==> src/rtl/apb_pkg.sv <==
// Shared types and constants for the APB3 slave memory.
package apb_pkg;

    typedef enum logic [1:0] {
        IDLE,
        WAIT,
        READY
    } apb_slv_state_t;

    localparam int APB_DATA_W = 32;
    localparam int MAX_WAIT   = 15;

endpackage

==> src/rtl/apb_regbank.sv <==
// DEPTH x 32 word storage: one synchronous write port, one asynchronous read port.
module apb_regbank
    import apb_pkg::*;
#(
    parameter int DEPTH = 16,
    parameter int IDX_W = $clog2(DEPTH)
) (
    input  logic                  clk,
    input  logic                  rst,
    input  logic                  we,
    input  logic [IDX_W-1:0]      widx,
    input  logic [APB_DATA_W-1:0] wdata,
    input  logic [IDX_W-1:0]      ridx,
    output logic [APB_DATA_W-1:0] rdata
);

    logic [APB_DATA_W-1:0] mem [DEPTH];

    always_ff @(posedge clk or posedge rst) begin
        if (rst) begin
            for (int i = 0; i < DEPTH; i++) begin
                mem[i] <= '0;
            end
        end else if (we) begin
            mem[widx] <= wdata;
        end
    end

    assign rdata = mem[ridx];

endmodule

==> src/rtl/apb_slave_mem.sv <==
// APB3 slave memory with a fixed number of wait states in the access phase.
// Optional APB_SLV_ERR_EN: out-of-range addresses answer with pslverr instead of wrapping.
module apb_slave_mem
    import apb_pkg::*;
#(
    parameter int DEPTH       = 16,
    parameter int ADDR_W      = 32,
    parameter int WAIT_STATES = 0
) (
    input  logic                  hclk,
    input  logic                  hreset,
    input  logic                  psel,
    input  logic                  penable,
    input  logic                  pwrite,
    input  logic [ADDR_W-1:0]     paddr,
    input  logic [APB_DATA_W-1:0] pwdata,
    output logic [APB_DATA_W-1:0] prdata,
    output logic                  pready,
    output logic                  pslverr
);

    localparam int IDX_W = $clog2(DEPTH);
    localparam int CNT_W = $clog2(MAX_WAIT + 1);
    localparam logic [CNT_W-1:0] CNT_INIT =
        (WAIT_STATES == 0) ? '0 : CNT_W'(WAIT_STATES - 1);
`ifdef APB_SLV_ERR_EN
    localparam bit ERR_EN = 1'b1;
`else
    localparam bit ERR_EN = 1'b0;
`endif

    apb_slv_state_t        state, state_nxt;
    logic [CNT_W-1:0]      cnt, cnt_nxt;
    logic [ADDR_W-1:0]     addr_q;
    logic                  write_q;
    logic [APB_DATA_W-1:0] wdata_q;

    logic                  setup;
    logic [ADDR_W-1:0]     addr_nxt;
    logic                  write_nxt;
    logic                  err_nxt;
    logic                  we;
    logic [APB_DATA_W-1:0] rdata;

    function automatic logic [IDX_W-1:0] idx_of(input logic [ADDR_W-1:0] a);
        return a[IDX_W+1:2];
    endfunction

    // Any address bit above the word-index field marks the access as out of range.
    function automatic logic addr_err(input logic [ADDR_W-1:0] a);
        return ERR_EN && (|(a >> (IDX_W + 2)));
    endfunction

    assign setup     = (state == IDLE) && psel && !penable;
    assign addr_nxt  = setup ? paddr  : addr_q;
    assign write_nxt = setup ? pwrite : write_q;
    assign err_nxt   = addr_err(addr_nxt);
    assign we        = (state == READY) && psel && penable && write_q && !addr_err(addr_q);

    always_comb begin
        state_nxt = state;
        cnt_nxt   = cnt;
        case (state)
            IDLE: begin
                if (setup) begin
                    state_nxt = (WAIT_STATES == 0) ? READY : WAIT;
                    cnt_nxt   = CNT_INIT;
                end
            end
            WAIT: begin
                if (!psel) begin
                    state_nxt = IDLE;
                end else if (cnt == '0) begin
                    state_nxt = READY;
                end else begin
                    cnt_nxt = cnt - 1'b1;
                end
            end
            READY:   state_nxt = IDLE;
            default: state_nxt = IDLE;
        endcase
    end

    always_ff @(posedge hclk or posedge hreset) begin
        if (hreset) begin
            state   <= IDLE;
            cnt     <= '0;
            pready  <= 1'b0;
            pslverr <= 1'b0;
            prdata  <= '0;
        end else begin
            state   <= state_nxt;
            cnt     <= cnt_nxt;
            pready  <= (state_nxt == READY);
            pslverr <= (state_nxt == READY) && err_nxt;
            prdata  <= ((state_nxt == READY) && !write_nxt && !err_nxt) ? rdata : '0;
        end
    end

    // Transfer attributes are captured once at setup; the access phase cannot alter them.
    always_ff @(posedge hclk) begin
        if (setup) begin
            addr_q  <= paddr;
            write_q <= pwrite;
            wdata_q <= pwdata;
        end
    end

    apb_regbank #(
        .DEPTH (DEPTH),
        .IDX_W (IDX_W)
    ) u_regbank (
        .clk   (hclk),
        .rst   (hreset),
        .we    (we),
        .widx  (idx_of(addr_q)),
        .wdata (wdata_q),
        .ridx  (idx_of(addr_nxt)),
        .rdata (rdata)
    );

endmodule

==> config.mk <==
export PLATFORM = sky130hd
export DESIGN_NAME = apb_slave_mem
export DESIGN_NICKNAME = d
export VERILOG_FILES = /design/src/rtl/apb_pkg.sv /design/src/rtl/apb_regbank.sv /design/src/rtl/apb_slave_mem.sv
export SDC_FILE = /design/constraint.sdc
export NUM_CORES = 1
export LEC_CHECK = 0
export ABC_AREA = 1
export CORE_ASPECT_RATIO = 1.1
export CORE_MARGIN = 4
export CORE_UTILIZATION = 60
export CTS_CLUSTER_SIZE = 10
export DETAILED_ROUTE_END_ITERATION = 10
export PLACE_DENSITY = 0.79
export SYNTH_ARGS = -nofsm -noshare
export SYNTH_HDL_FRONTEND = slang
export SYNTH_SLANG_ARGS = --single-unit
==> constraint.sdc <==
create_clock -name hclk -period 33.7 [get_ports hclk]
set_clock_uncertainty 0.1 [all_clocks]
set_input_delay 3.37 -clock hclk [delete_from_list [all_inputs] [get_ports hclk]]
set_output_delay 3.37 -clock hclk [all_outputs]
set_load 0.1 [all_outputs]
-- Word-level counts from Yosys, hierarchy flattened
Cells that the tools add are included.
- $add $sub $neg: 1
- multipliers: 0
- div/mod/pow operators: 0
- magnitude comparators: 3
- eq/ne operators: 6
- shifts and indexed selects: 0
- multiplexer cells: 17
- bitwise gates (word level): 2
- reduce and logical (&&, ||, !) cells: 13
- operators by type and width (cell ; number):
    bitwise mux 512 bit ; 1
    binary-select mux 32 bit (select 4 bit) ; 1
    demux 32 bit (select 4 bit) ; 1
    two-way mux 32 bit ; 4
    two-way mux 4 bit ; 3
    >= comparator 5 bit, second input constant ; 2
    inverter 4 -> 5 bit ; 2
    case mux 4 bit (2 select lines) ; 1
    logical AND 1 bit ; 7
    two-way mux 2 bit ; 3
    two-way mux 6 bit ; 1
    != test 2 bit, second input constant ; 3
    < comparator 5 x 1 -> 1 bit, second input constant ; 1
    equality test 2 bit, second input constant ; 2
    zero test 4 bit ; 1
    case mux 2 bit (2 select lines) ; 1
    AND reduction 4 bit ; 1
    subtractor 4 x 1 -> 4 bit, second input constant ; 1
    equality test 2 x 1 -> 1 bit, second input constant ; 1
    zero test 1 bit ; 2
    zero test 2 bit ; 1
    nonzero test 2 bit ; 1
    two-way mux 1 bit ; 1
- flip-flop bits (word level): 590
- latch bits: 0
- bits in writable memories: 0
- memory bits (read-only): 0
- output and inout port bits: 34
- word-level logic and storage cells: 66
- memories: 0

-- Longest topological paths before layout
Gate-level depths: netlist (run 1).
- depth in word-level cells: 9
- gate-level depth with buffers: 14

-- By module
Synthesis (run 1) repeated with hierarchy kept, for this count alone.
- cells, all modules: 3498
- area total of the unflattened synthesis: 27218.6 µm²
- by module, submodules not included (module ; times used ; cells an instance ; area an instance (µm²)):
    apb_regbank ; 1 ; 3290 ; 24567.3
    apb_slave_mem ; 1 ; 208 ; 2651.3

-- Worst setup path after synthesis (run 1)
No wires, ideal clock.
- path type: input to register
- start point: input port psel
- end point: register prdata[10]
- setup time: 0.117 ns
- arrival: 4.968 ns
- slack: 28.515 ns
- cell stages on the path: 14
- buffers on the path: 3
- cell sequence: inv_2 -> nor2_2 -> nand2_1 -> buf_6 -> inv_2 -> nand2_1 -> nand2_2 -> buf_6 -> buf_2 -> nand3_1 -> nand3_1 -> nand3_1 -> nand2_1 -> nor2_1
- cells in the longest elaborated chain, start to end: 8
- RTL lines (what ; line ; source):
    start, declared ; apb_slave_mem.sv:12 ; input logic psel,
    logical AND 1 bit (2 in a row) ; apb_slave_mem.sv:54 ; assign setup = (state == IDLE) && psel && !penable;
    two-way mux 6 bit ; n/a ;
    inverter 4 -> 5 bit (not written as such) ; apb_regbank.sv:29 ; assign rdata = mem[ridx];
    binary-select mux 32 bit (select 4 bit) ; apb_regbank.sv:29 ;
    two-way mux 32 bit (not written as such) (2 in a row) ; apb_regbank.sv:29 ;
    two-way mux 32 bit (*) ; apb_slave_mem.sv:96 ; prdata <= ((state_nxt == READY) && !write_nxt && !err_nxt) ? rdata : '0;
    end signal, assigned ; apb_slave_mem.sv:96 ;
    end, declared ; apb_slave_mem.sv:17 ; output logic [APB_DATA_W-1:0] prdata,
Every way passes the cells marked *; elsewhere a longest branch is shown, timed or not. The select of a mux whose other input is x is not followed.
A chain may end at the register's enable or synchronous reset.

-- Worst setup path in the final report (run 1)
- start point: input port psel
- end point: register prdata[13]
The elaborated chain is that of the path after synthesis.

==> results.md, run 1 <==
* Core box area at 42200 um2
* HPWL after DPL at 35100 um
* Syn Area/Cell at 8.31 um2
* # rows at 79
* Register area at 14800 um2
* Period utilization at 21.9%
* Root buf cell: clkbuf_16
* Startpoint class of the critical path: input pin
* CTS Buf Count at 69
* Syn Inst Count at 3080
* GR Layer Usage met2 at 46.7%
* Syn nets at 3151
* TritonCTS clock tree: done
* Setup TNS Final at 0 ns
* Antenna-violating nets left at 0
* Initial drt markers at 2983
* Synth-to-Final Area Change at 10.2%
* Multi-input logic area at 9520 um2
* DP Worst Slack at 25.82 ns
* Hold Path Class: reg -> reg
* CP Data Required Time at 34.05 ns
* Pwr dens at 58.9 nW/um2
* Resized Gates After CTS at 0
* Vias in the first global route at 21000
* Fillers at 3306
* Routing usage on met3 at 6.37%
* Leak at 12.7 nW
* Port Buffers at 73
* Synth cell types at 26
* Max_cap viols at 0
* Synthesized cell area at 25600 um2
* Initial Utilization at 60.7%
* Wire per inst at 19.4 um
* Post-CTS Setup Inserts at 0
* H-tree levels at 3
* Min cycle time layout at 7.37 ns
* Max Slew Vio Count at 0
* Peak VDD IR at 46.2 uV
* Run status: complete, no violations
* Final wirelength at 69900 um
* Final WS setup at 26.33 ns
* Clk Latency, worst-skew pair at 0.58 ns
* Dpl cell area at 26300 um2
* Gr ovfl total at 0
* Reg clk slew, reported paths at 0.05 ns
* GR Util met1 at 43.2%
* Max clock buf depth at 3
* Top Ports at 103
* DRC violations left at 0
* Via count at 21700
* Clock Sinks at 588
* Busiest grt layer: met2
* Crit path DAT at 7.71 ns
* Rel. slew slack at 26.6%
* F_max at 136 MHz
* Share of layout cells above drive strength 1 at 4.28%
* Final Setup Violations at 0
* YS warnings at 0
* CP max FO at 72
* Die W at 205 um
* Fin. Hold Viols at 0
* Fin Hold WS at 0.381 ns
* Detailed-route vias per instance at 6.02
* Initial antenna violation count at 1
* Cts-stage hold buffer count at 0
* All-layer global routing usage at 30.5%
* Critical path class: in -> reg
* Final nets at 3087
* Fin area at 28200 um2
* Sequential share of the synthesized area at 58.0%
* Total power at 0.00166 W
* First-pass GRT wire length at 112000 um
* Yosys reg bits at 588
* Die area at 46100 um2
* DRT Pass-1 Iters at 6
* Largest net degree at the start of global routing at 182
* Worst-Margin Slew at 1.10 ns
* Antenna Cells at 0
* GP Congestion at 0.804
* RSZ-0062 raised after global routing: false
* Die Ht at 225 um
* CP endpoint kind: register
==> cell usage in the layout (no fill, tap or decap), types with 3 or more instances in the layout <==
master / count
o21ai_0: 506
clkbuf_1: 21
nand2_2: 5
a21oi_1: 33
clkbuf_16: 71
nand3_1: 366
inv_2: 5
o21ai_1: 9
dfrtp_1: 551
edfxtp_1: 32
nand4_1: 7
buf_4: 28
nand2_4: 5
clkdlybuf4s50_1: 73
o21ai_4: 3
nor3_1: 4
nor2_1: 101
inv_1: 67
nand2_1: 1130
dfxtp_1: 5
==> final timing paths <==
path | start | to | slack, ns | cells past startpoint
setup / recovery | psel | prdata[13] | 26.33 | 13
hold / removal | u_regbank.mem[122] | u_regbank.mem[122] | 0.38 | 2
setup reg to reg | state[0] | prdata[13] | 29.22 | 11
hold reg to reg | u_regbank.mem[122] | u_regbank.mem[122] | 0.38 | 2
max in group asynchronous | hreset | u_regbank.mem[347] | 27.93 | 4
min in group asynchronous | hreset | u_regbank.mem[26] | 3.29 | 2
==> Yosys cell counts, drive strengths merged <==
library cell,instances,area [um2]
nor2,102,385
ha,2,25.0
buf,97,533
nor3,7,50.1
o21ai,518,2600
o31ai,1,7.51
clkbuf,141,529
dfxtp,5,100
conb,1,3.75
a21oi,33,165
edfxtp,32,961
dfrtp,551,13800
nand3,368,1840
nor3b,1,7.51
nand2,1141,4290
inv,73,274
nand4,7,43.8
==> state kept, by name, summed over array words and instances (netlist names) <==
register,flops
state,2
u_regbank.mem,512
write_q,1
wdata_q,32
addr_q,4
prdata,32
cnt,4
pready,1
==> area by class of cell <==
type | instances | share of cell area (%)
inverters | 73 | 0.998
clock buffers | 92 | 6.58
repair buffers | 103 | 3.48
well taps | 567 | 2.51
multi-input cells | 2181 | 33.7
flip-flops and latches | 588 | 52.6
clock inverters | 3 | 0.0709
==> power by group <==
part           internal (W)  total, W  switching [W]
clock              0.000379  0.000649       0.000270
sequential         0.000750  0.000772      0.0000218
combinational     0.0000671  0.000241       0.000174
total               0.00120   0.00166       0.000466
==> through the flow <==
| step | util, % | cells |
|---|---|---|
| after global routing | 66.9 | 3607 |
| after floorplan | - | 3080 |
| after CTS | 66.9 | 3607 |
| after global placement | 62.4 | 3512 |
| after detailed placement | 62.4 | 3512 |
| final | 66.9 | 3607 |
==> cells by family (layout without fill, tap and decap cells) <==
kind of cell               count (synthesis)  in the layout  share of synthesized area [%]
and+or+nand+nor                         1626           1626                           25.8
other                                      1              1                         0.0146
adders and majority gates                  2              2                         0.0977
DFF                                      588            588                           58.0
buffers and inverters                    311            271                           5.22
AOI/OAI and AO/OA                        552            552                           10.8
==> worst max-delay path: stages <==
cell and delay (ns):
clkdlybuf4s50_1 0.51, inv_2 0.06, nor2_2 0.13, nand2_1 0.36, inv_2 0.77, nand2_1 0.21, nand2_4 0.67, buf_4 0.93
nand3_1 0.17, nand3_1 0.15, nand2_1 0.06, nor2_1 0.16, nor2_1 0.11
==> metal layers <==
metal  routed length (um)  up-vias
met5                   11        -
met2                31900     1199
met1                27900    10500
met3                 7330      194
li1                     -     9858
met4                 2740        2
Note: power is estimated with default switching activity, not from simulation.
==> run 2, diff against run 1 <==
- clock period: 33.7 -> 7 ns (I/O delays scaled with it)
==> run 2 against run 1 <==
Net effect:
- cell area grew 0.15%
- clock power grew to 4.7 times the previous value
- setup slack lost 23 ns
- critical endpoint is now prdata[30]
- highest routed layer is now met4
==> results.md, run 2 (synthesis results as in run 1) <==
* Root buf cell: clkbuf_16
* Post-CTS Setup Inserts at 0
* Pwr dens at 282 nW/um2
* Gr ovfl total at 0
* Antenna-violating nets left at 0
* Port Buffers at 73
* CTS Buf Count at 68
* Reg clk slew, reported paths at 0.05 ns
* Die Ht at 225 um
* Die area at 46100 um2
* Initial drt markers at 2672
* F_max at 243 MHz
* Wire per inst at 19.1 um
* CP endpoint kind: register
* Hold Path Class: reg -> reg
* Vias in the first global route at 20800
* Critical path class: in -> reg
* Period utilization at 58.8%
* Rel. slew slack at 16.2%
* HPWL after DPL at 35200 um
* Max FFs per register at 512
* Fin. Hold Viols at 0
* Resized Gates After CTS at 0
* Total power at 0.00796 W
* Detailed-route vias per instance at 6.01
* Fillers at 3316
* Core box area at 42200 um2
* Initial antenna violation count at 0
* All-layer global routing usage at 30.3%
* Die W at 205 um
* Largest net degree at the start of global routing at 167
* Peak VDD IR at 209 uV
* Max Slew Vio Count at 0
* Via count at 21700
* RSZ-0062 raised after global routing: false
* CP max FO at 65
* Multi-input logic area at 9530 um2
* Startpoint class of the critical path: input pin
* DRC violations left at 0
* CP Data Required Time at 7.37 ns
* Run status: complete, no violations
* Largest Register: u_regbank.mem
* Max_cap viols at 0
* H-tree levels at 3
* Final wirelength at 69000 um
* GP Congestion at 0.808
* Final Setup Violations at 0
* # rows at 79
* Commonest non-fill, non-tap cell in the layout: nand2_1
* Clk Latency, worst-skew pair at 0.57 ns
* Register area at 14800 um2
* Leak at 12.7 nW
* Top Ports at 103
* Finished Core Util at 67.0%
* Commonest non-fill, non-tap cells in the layout: nand2_1 (1130), dfrtp_1 (551), o21ai_0 (506)
* Worst-Margin Slew at 1.25 ns
* Final nets at 3089
* Synth-to-Final Area Change at 10.4%
* First-pass GRT wire length at 111000 um
* Cts-stage hold buffer count at 0
* Fin Hold WS at 0.382 ns
* Min cycle time layout at 4.12 ns
* Clock Sinks at 588
* Max clock buf depth at 3
* Share of layout cells above drive strength 1 at 4.31%
* Initial Utilization at 60.7%
* Crit path DAT at 4.49 ns
* DRT Pass-1 Iters at 8
* Largest registers: u_regbank.mem x512, prdata x32, wdata_q x32
* TritonCTS clock tree: done
==> run 2: cell count changes in the layout (fill, tap and decap cells not counted), sizes merged <==
cell      before  now
clkbuf        92   88
buf           30   33
inv           75   73
clkinv         1    0
clkinvlp       0    1
diode          0    1
==> run 2: power by group <==
part | internal (W) | total, W | switching (W)
sequential | 0.00361 | 0.00372 | 0.000105
combinational | 0.000329 | 0.00116 | 0.000834
clock | 0.00181 | 0.00308 | 0.00127
total | 0.00575 | 0.00796 | 0.00221
==> run 2: path summary, 6_finish.rpt <==
path | start | end | slack [ns] | cells past startpoint
max reg2reg | state[1] | prdata[30] | 3.09 | 10
min reg2reg | u_regbank.mem[192] | u_regbank.mem[192] | 0.38 | 2
min | u_regbank.mem[192] | u_regbank.mem[192] | 0.38 | 2
min in group asynchronous | hreset | u_regbank.mem[378] | 0.50 | 2
max in group asynchronous | hreset | u_regbank.mem[32] | 4.65 | 4
max | psel | prdata[30] | 2.88 | 12
==> run 2: routing by layer <==
layer	GRT usage [%]	up-vias	share of wire [%]
met3	6.43	179	10
met1	42.9	10500	41
met2	47.1	1158	46
met5	0	-	0
met4	10.8	0	3.1
li1	-	9848	-
==> run 2: layout make-up <==
type	instances	area share, %
clock inverters	1	0.0310
flip-flops and latches	588	52.5
diodes	1	0.00886
clock buffers	88	6.51
multi-input cells	2181	33.7
well taps	567	2.51
inverters	73	0.983
repair buffers	106	3.68
==> run 2: through the flow <==
stage	area, um2	TNS [ns]	instances	worst slack, ns
6_report	28300	0	3605	2.88
3_5_place_dp	26400	0	3515	2.35
5_1_grt	28300	0	3604	2.52
2_1_floorplan	25600	-715.11	3080	-1.30
3_3_place_gp	26400	0	3515	2.37
4_1_cts	28300	0	3604	2.92
==> run 2: critical path, stage by stage <==
cell             delay, ns
clkdlybuf4s50_1       0.50
inv_2                 0.06
nor2_2                0.12
nand2_1               0.35
inv_2                 0.77
nand2_1               0.20
nand2_4               0.74
buf_12                0.41
nand3_1               0.12
nand3_1               0.12
nand3_1               0.09
a21oi_1               0.25
